==> config.mk <==
export PLATFORM = sky130hd
export DESIGN_NAME = vol_ctrl
export DESIGN_NICKNAME = d
export VERILOG_FILES = /design/src/rtl/vol_ctrl.sv
export SDC_FILE = /design/constraint.sdc
export NUM_CORES = 1
export LEC_CHECK = 0
export CAP_MARGIN = 20
export CORE_MARGIN = 10
export CORE_UTILIZATION = 50
export DETAILED_ROUTE_END_ITERATION = 6
export GPL_TIMING_DRIVEN = 0
export PLACE_DENSITY_LB_ADDON = 0.08
export SLEW_MARGIN = 20
export SYNTH_ARGS = -nofsm -noshare
export SYNTH_HDL_FRONTEND = slang
export SYNTH_SLANG_ARGS = --single-unit
==> constraint.sdc <==
create_clock -name clk -period 5 [get_ports clk]
set_input_delay 0.5 -clock clk [delete_from_list [all_inputs] [get_ports clk]]
set_output_delay 0.5 -clock clk [all_outputs]
set_load 0.005 [all_outputs]
==> src/rtl/vol_ctrl.sv <==
// vol_ctrl: debounced up/down volume buttons with auto-repeat, producing a
// saturating attenuation level for the LED bar and a {att, att} decoder
// volume word delivered to the SCI writer over a req/ack handshake.
// Optional mute button is compiled in when VOL_CTRL_MUTE_EN is defined.
module vol_ctrl #(
  parameter int DEBOUNCE_CYCLES = 500000,
  parameter int REPEAT_DELAY    = 25000000,
  parameter int REPEAT_PERIOD   = 10000000,
  parameter int MAX_LEVEL       = 8,
  parameter int RESET_LEVEL     = 4,
  parameter int ATTEN_STEP      = 16
) (
  input  logic        clk,
  input  logic        rst_n,
  input  logic        btn_up,
  input  logic        btn_down,
`ifdef VOL_CTRL_MUTE_EN
  input  logic        btn_mute,
`endif
  input  logic        upd_ack,
  output logic [4:0]  vol_level,
  output logic [15:0] vol_word,
  output logic        upd_req
);

`ifdef VOL_CTRL_MUTE_EN
  localparam int NB = 3;
`else
  localparam int NB = 2;
`endif
  localparam int DW = (DEBOUNCE_CYCLES > 1) ? $clog2(DEBOUNCE_CYCLES) : 1;
  localparam int RW = $clog2(REPEAT_DELAY + 1);

  typedef enum logic [1:0] {
    ST_INIT = 2'd0,
    ST_IDLE = 2'd1,
    ST_REQ  = 2'd2,
    ST_DONE = 2'd3
  } state_t;

  // Decoder attenuation for a level; 8'hFF is reserved so the product clamps at 8'hFE.
  function automatic logic [7:0] att(input logic [4:0] lvl);
    int prod;
    prod = int'(lvl) * ATTEN_STEP;
    if (prod > 254) begin
      att = 8'hFE;
    end else begin
      att = prod[7:0];
    end
  endfunction

  logic [NB-1:0] raw_s;
  logic [NB-1:0] sync1_r;
  logic [NB-1:0] sync2_r;
  logic [NB-1:0] deb_r;
  logic [NB-1:0] deb_d_r;
  logic [DW-1:0] deb_cnt_r [NB];
  logic [RW-1:0] rpt_cnt_r [2];
  logic [NB-1:0] press_s;
  logic [1:0]    rpt_fire_s;
  logic          both_s;
  logic          up_evt_s;
  logic          dn_evt_s;
  logic [4:0]    level_r;
  logic [4:0]    level_nxt_s;
  logic [4:0]    lvl_out_nxt_s;
  logic [15:0]   word_nxt_s;
  logic          change_s;
  logic          pending_r;
  state_t        state_r;
`ifdef VOL_CTRL_MUTE_EN
  logic          mute_r;
  logic          mute_nxt_s;
  assign raw_s = {btn_mute, btn_down, btn_up};
`else
  assign raw_s = {btn_down, btn_up};
`endif

  // Two-flop synchroniser for the asynchronous button inputs.
  always_ff @(posedge clk or negedge rst_n) begin
    if (!rst_n) begin
      sync1_r <= {NB{1'b0}};
      sync2_r <= {NB{1'b0}};
    end else begin
      sync1_r <= raw_s;
      sync2_r <= sync1_r;
    end
  end

  // Debounce: flip the stable state only after DEBOUNCE_CYCLES consecutive differing samples.
  always_ff @(posedge clk or negedge rst_n) begin
    if (!rst_n) begin
      deb_r   <= {NB{1'b0}};
      deb_d_r <= {NB{1'b0}};
      for (int i = 0; i < NB; i++) begin
        deb_cnt_r[i] <= {DW{1'b0}};
      end
    end else begin
      deb_d_r <= deb_r;
      for (int i = 0; i < NB; i++) begin
        if (sync2_r[i] == deb_r[i]) begin
          deb_cnt_r[i] <= {DW{1'b0}};
        end else if (deb_cnt_r[i] == DW'(DEBOUNCE_CYCLES - 1)) begin
          deb_r[i]     <= sync2_r[i];
          deb_cnt_r[i] <= {DW{1'b0}};
        end else begin
          deb_cnt_r[i] <= deb_cnt_r[i] + DW'(1);
        end
      end
    end
  end

  // Both volume buttons held together blocks every event, including mute.
  assign both_s = deb_r[0] & deb_r[1];

  // Press and auto-repeat event pulses.
  always_comb begin
    press_s    = deb_r & ~deb_d_r & {NB{~both_s}};
    rpt_fire_s = 2'b00;
    for (int i = 0; i < 2; i++) begin
      rpt_fire_s[i] = deb_r[i] & ~both_s & (rpt_cnt_r[i] == RW'(REPEAT_DELAY));
    end
    up_evt_s = press_s[0] | rpt_fire_s[0];
    dn_evt_s = press_s[1] | rpt_fire_s[1];
  end

  // Repeat counters: count cycles since the press; after a fire, rewind so the next lands REPEAT_PERIOD later.
  always_ff @(posedge clk or negedge rst_n) begin
    if (!rst_n) begin
      rpt_cnt_r[0] <= {RW{1'b0}};
      rpt_cnt_r[1] <= {RW{1'b0}};
    end else begin
      for (int i = 0; i < 2; i++) begin
        if (!deb_r[i] || both_s) begin
          rpt_cnt_r[i] <= {RW{1'b0}};
        end else if (rpt_fire_s[i]) begin
          rpt_cnt_r[i] <= RW'(REPEAT_DELAY - REPEAT_PERIOD + 1);
        end else begin
          rpt_cnt_r[i] <= rpt_cnt_r[i] + RW'(1);
        end
      end
    end
  end

  // Next stored level, mute state, displayed level and decoder word.
  always_comb begin
    level_nxt_s = level_r;
    if (up_evt_s) begin
      if (level_r != 5'd0) begin
        level_nxt_s = level_r - 5'd1;
      end else begin
        level_nxt_s = level_r;
      end
    end else if (dn_evt_s) begin
      if (level_r != 5'(MAX_LEVEL)) begin
        level_nxt_s = level_r + 5'd1;
      end else begin
        level_nxt_s = level_r;
      end
    end else begin
      level_nxt_s = level_r;
    end
`ifdef VOL_CTRL_MUTE_EN
    mute_nxt_s = mute_r;
    if (up_evt_s || dn_evt_s) begin
      mute_nxt_s = 1'b0;
    end else if (press_s[2]) begin
      mute_nxt_s = ~mute_r;
    end else begin
      mute_nxt_s = mute_r;
    end
    change_s = (level_nxt_s != level_r) || (mute_nxt_s != mute_r);
    if (mute_nxt_s) begin
      word_nxt_s    = 16'hFEFE;
      lvl_out_nxt_s = 5'(MAX_LEVEL);
    end else begin
      word_nxt_s    = {att(level_nxt_s), att(level_nxt_s)};
      lvl_out_nxt_s = level_nxt_s;
    end
`else
    change_s      = (level_nxt_s != level_r);
    word_nxt_s    = {att(level_nxt_s), att(level_nxt_s)};
    lvl_out_nxt_s = level_nxt_s;
`endif
  end

  // Level registers and the SCI handshake FSM; changes during REQ coalesce into pending.
  always_ff @(posedge clk or negedge rst_n) begin
    if (!rst_n) begin
      level_r   <= 5'(RESET_LEVEL);
      vol_level <= 5'(RESET_LEVEL);
      vol_word  <= {att(5'(RESET_LEVEL)), att(5'(RESET_LEVEL))};
      upd_req   <= 1'b0;
      pending_r <= 1'b0;
      state_r   <= ST_INIT;
`ifdef VOL_CTRL_MUTE_EN
      mute_r    <= 1'b0;
`endif
    end else begin
      level_r   <= level_nxt_s;
      vol_level <= lvl_out_nxt_s;
`ifdef VOL_CTRL_MUTE_EN
      mute_r    <= mute_nxt_s;
`endif
      case (state_r)
        ST_INIT: begin
          vol_word  <= word_nxt_s;
          upd_req   <= 1'b1;
          pending_r <= 1'b0;
          state_r   <= ST_REQ;
        end
        ST_IDLE: begin
          if (change_s) begin
            vol_word <= word_nxt_s;
            upd_req  <= 1'b1;
            state_r  <= ST_REQ;
          end else begin
            state_r  <= ST_IDLE;
          end
        end
        ST_REQ: begin
          if (change_s) begin
            pending_r <= 1'b1;
          end else begin
            pending_r <= pending_r;
          end
          if (upd_ack) begin
            upd_req <= 1'b0;
            state_r <= ST_DONE;
          end else begin
            state_r <= ST_REQ;
          end
        end
        ST_DONE: begin
          if (pending_r || change_s) begin
            vol_word  <= word_nxt_s;
            pending_r <= 1'b0;
            upd_req   <= 1'b1;
            state_r   <= ST_REQ;
          end else begin
            state_r   <= ST_IDLE;
          end
        end
        default: begin
          upd_req   <= 1'b0;
          pending_r <= 1'b0;
          state_r   <= ST_INIT;
        end
      endcase
    end
  end

endmodule

==> out/results.tsv <==
stage	metric	value	unit
global_routing	Congestion Overflow GR	0	
sta	crit share post-route	0.477	
global_routing	initial antenna violation count	0	
synthesis	Unique masters post-synth	49	
power	Leakage Power	2.53	nW
layout	post-layout util	0.568	
place	PortBufs	24	
critical_path	CP Depth	9	
floorplanning	Starting Density	0.507	
clock_network	CTS tree	built	
floorplanning	floorplan core area	0.0107	mm^2
critical_path	Crit path buffers/inverters	1	
layout	Post-Layout Cell Count	736	
layout	area of the multi-input gates	0.00250	mm^2
place	Final GP Congestion	0.809	
global_routing	gr usage total	0.135	
clock_network	Clock Latency Late Sink	0.38	ns
layout	ant diodes	0	
critical_path	kind of critical path	register to register	
global_routing	first-pass GRT wire length	18000	um
floorplanning	Horiz. Die Dim	124	um
global_routing	pin count of the biggest net entering global routing	64	
layout	Syn-to-layout area delta	12.1	%
synthesis	Ys Warns	0	
clock_network	clk buf depth	2	
critical_path	WP data arrival	2.64	ns
power	Power Dens Cells	245	mW/mm^2
critical_path	origin of the critical flop-to-flop path	rpt_cnt_r[0]$_DFF_PN0_	
critical_path	launch point of the critical path	rpt_cnt_r[0]$_DFF_PN0_	
synthesis	synthesized area per cell	9.83	um^2
layout	Register Area	0.00276	mm^2
layout	layout cells sized above 1	0.0839	
clock_network	Clock transition at path regs	0.10	ns
sta	Slew Viols, Final	0	
sta	maximum clock rate	419	MHz
critical_path	Req. time, crit path	5.26	ns
synthesis	Cells after Synth	554	
sta	Final Hold Violating Endpoints	0	
detailed_routing	DR vias	3824	
place	placed cell count	720	
job	MaxCap Viol Count	0	
detailed_routing	DRT antenna net count	0	
detailed_routing	drt initial violations	197	
clock_network	H-tree depth reported by CTS	3	
critical_path	Crit path max-delay family	compound AO/OA/AOI/OAI gates	
floorplanning	IO Count	27	
synthesis	cell taking the most area after synthesis	dfrtp_1	
detailed_routing	wire length per cell	13.7	um
detailed_routing	drc violations	0	
layout	commonest non-fill, non-tap cell in the layout	dfrtp_1	
clock_network	postcts setup bufs	0	
place	pre-CTS setup slack	2.59	ns
critical_path	crit end category	register	
critical_path	R2R cell count	9	
global_routing	number of global-route vias before repair	3854	
floorplanning	row count	38	
clock_network	# hold bufs at CTS	0	
critical_path	Critical-path top delay cell	o32ai_4	
clock_network	clock sink count	110	
sta	unrepaired setup endpoints after global routing	no	
sta	Relative slew margins	0.494	
sta	Max Clock Skew	0.0121	ns
synthesis	Synth area leaders	dfrtp_1 (50%), xor2_1 (7.9%), nor2_1 (6.5%)	
floorplanning	full die area	0.0155	mm^2
sta	final setup fails	0	
sta	Worst-Margin Slew	0.752	ns
floorplanning	die height	124	um
detailed_routing	DR vias/cell	5.20	
synthesis	register bit total from synthesis	110	
critical_path	CP Launch Type	register	
critical_path	CP max stage delay	0.48	ns
clock_network	total CTS buffers	9	
detailed_routing	Pre-antenna DRT Iters	5	
synthesis	sequential share of the synthesized area	0.506	
power	Max VDD drop	209	uV
clock_network	Root Buffer	clkbuf_8	
hold_path	Hold WC Path Type	primary input to async pin	
place	HPWL Detailed	7180	um
sta	slack of the critical path	2.61	ns
sta	Tmin final	2.39	ns
synthesis	post-synth top area share	0.496	
layout	fill cell count	1020	
critical_path	crit path max fanout	8	
synthesis	Mapped Area	0.00545	mm^2
layout	most frequent cells in the layout	dfrtp_1 (108), nor2_1 (95), xor2_1 (49)	
detailed_routing	Post-Route WL	10100	um
layout	Final nets	605	
clock_network	post_cts resized	0	
critical_path	CP cell instances	inv_1 -> ha_1 -> nor3b_1 -> nand4_2 -> o32ai_4 -> nand4_1 -> a21boi_0 -> a21oi_1 -> a31oi_1	
run_status	status	finished, final reports clean	
## power by group
group / switching [W] / internal, W / leakage, nW
combinational: 0.0000263 / 0.0000114 / 0.918
sequential: 0.00000466 / 0.000895 / 1.51
clock: 0.000298 / 0.000261 / 0.0992
total: 0.000329 / 0.00117 / 2.53
## cell type report
| class | count | area share |
|---|---|---|
| multi-input cells | 407 | 0.409 |
| flip-flops and latches | 110 | 0.452 |
| clock buffers | 12 | 0.0254 |
| inverters | 15 | 0.00923 |
| plain buffers | 23 | 0.0228 |
| repair buffers | 25 | 0.0441 |
| well taps | 140 | 0.0287 |
| clock inverters | 4 | 0.00882 |
## state kept, by name, summed over array words and instances (netlist names)
register / cells
state_r: 2
deb_r: 2
deb_d_r: 2
sync2_r: 2
level_r: 5
deb_cnt_r: 38
rpt_cnt_r: 50
sync1_r: 2
upd_req: 1
vol_word: 5
pending_r: 1
## final timing paths
| path | end | slack, ns |
|---|---|---|
| max | vol_word[7]$_DFFE_PN0P_ | 2.61 |
| min | deb_cnt_r[34]$_DFF_PN0_ | 0.04 |
| max reg2reg | vol_word[7]$_DFFE_PN0P_ | 2.61 |
| min reg2reg | sync2_r[1]$_DFF_PN0_ | 0.36 |
| max in group asynchronous | vol_word[14]$_DFFE_PN1P_ | 4.28 |
| min in group clk | sync2_r[1]$_DFF_PN0_ | 0.36 |
## through the flow
| stage | hold WS (ns) | setup TNS (ns) | total power [W] | instance area (um^2) |
|---|---|---|---|---|
| floorplan | 0.204 | 0 | 0.000929 | 5450 |
| global placement | 0.338 | -85.56 | 0.000954 | 5860 |
| detailed placement | 0.336 | 0 | 0.000957 | 5890 |
| CTS | 0.0525 | 0 | 0.00152 | 6100 |
| global route | 0.0593 | 0 | 0.00156 | 6100 |
| finish | 0.0432 | 0 | 0.00150 | 6100 |
## per-layer routing
metal,GRT usage,part of all wire
met1,0.176,0.48
met2,0.218,0.48
met3,0.0289,0.019
met4,0.0418,0.013
met5,0,0
## synth_stat cells (all sizes together)
cell and count:
buf 16, nand4 16, nand2b 5, o22ai 1
o32ai 1, a211oi 1, or2 3, mux2 2
nand3b 1, dfrtp 108, and4 8, xor2 49
nor4bb 2, dfstp 2, clkbuf 7, conb 1
a21oi 22, nor3b 2, a22oi 2, nand3 34
nor4 5, nand2 48, nor2b 4, ha 9
o21a 3, and3 16, nor4b 5, a21o 1
a31oi 6, a21boi 1, and2 4, or3 9
inv 15, xnor2 29, nor3 9, o21ai 11
and4bb 1, nor2 95
## cells by family after synthesis
| group | synth area share |
|---|---|
| adder cells (fa/ha/maj) | 0.0207 |
| flip-flops | 0.506 |
| multiplexers | 0.00414 |
| AND/OR/NAND/NOR | 0.245 |
| XOR/XNOR | 0.125 |
| AO/OA/AOI/OAI | 0.0618 |
| buffers and inverters | 0.0358 |
| other | 0.000689 |
Note: power is estimated with default switching activity, not from simulation.
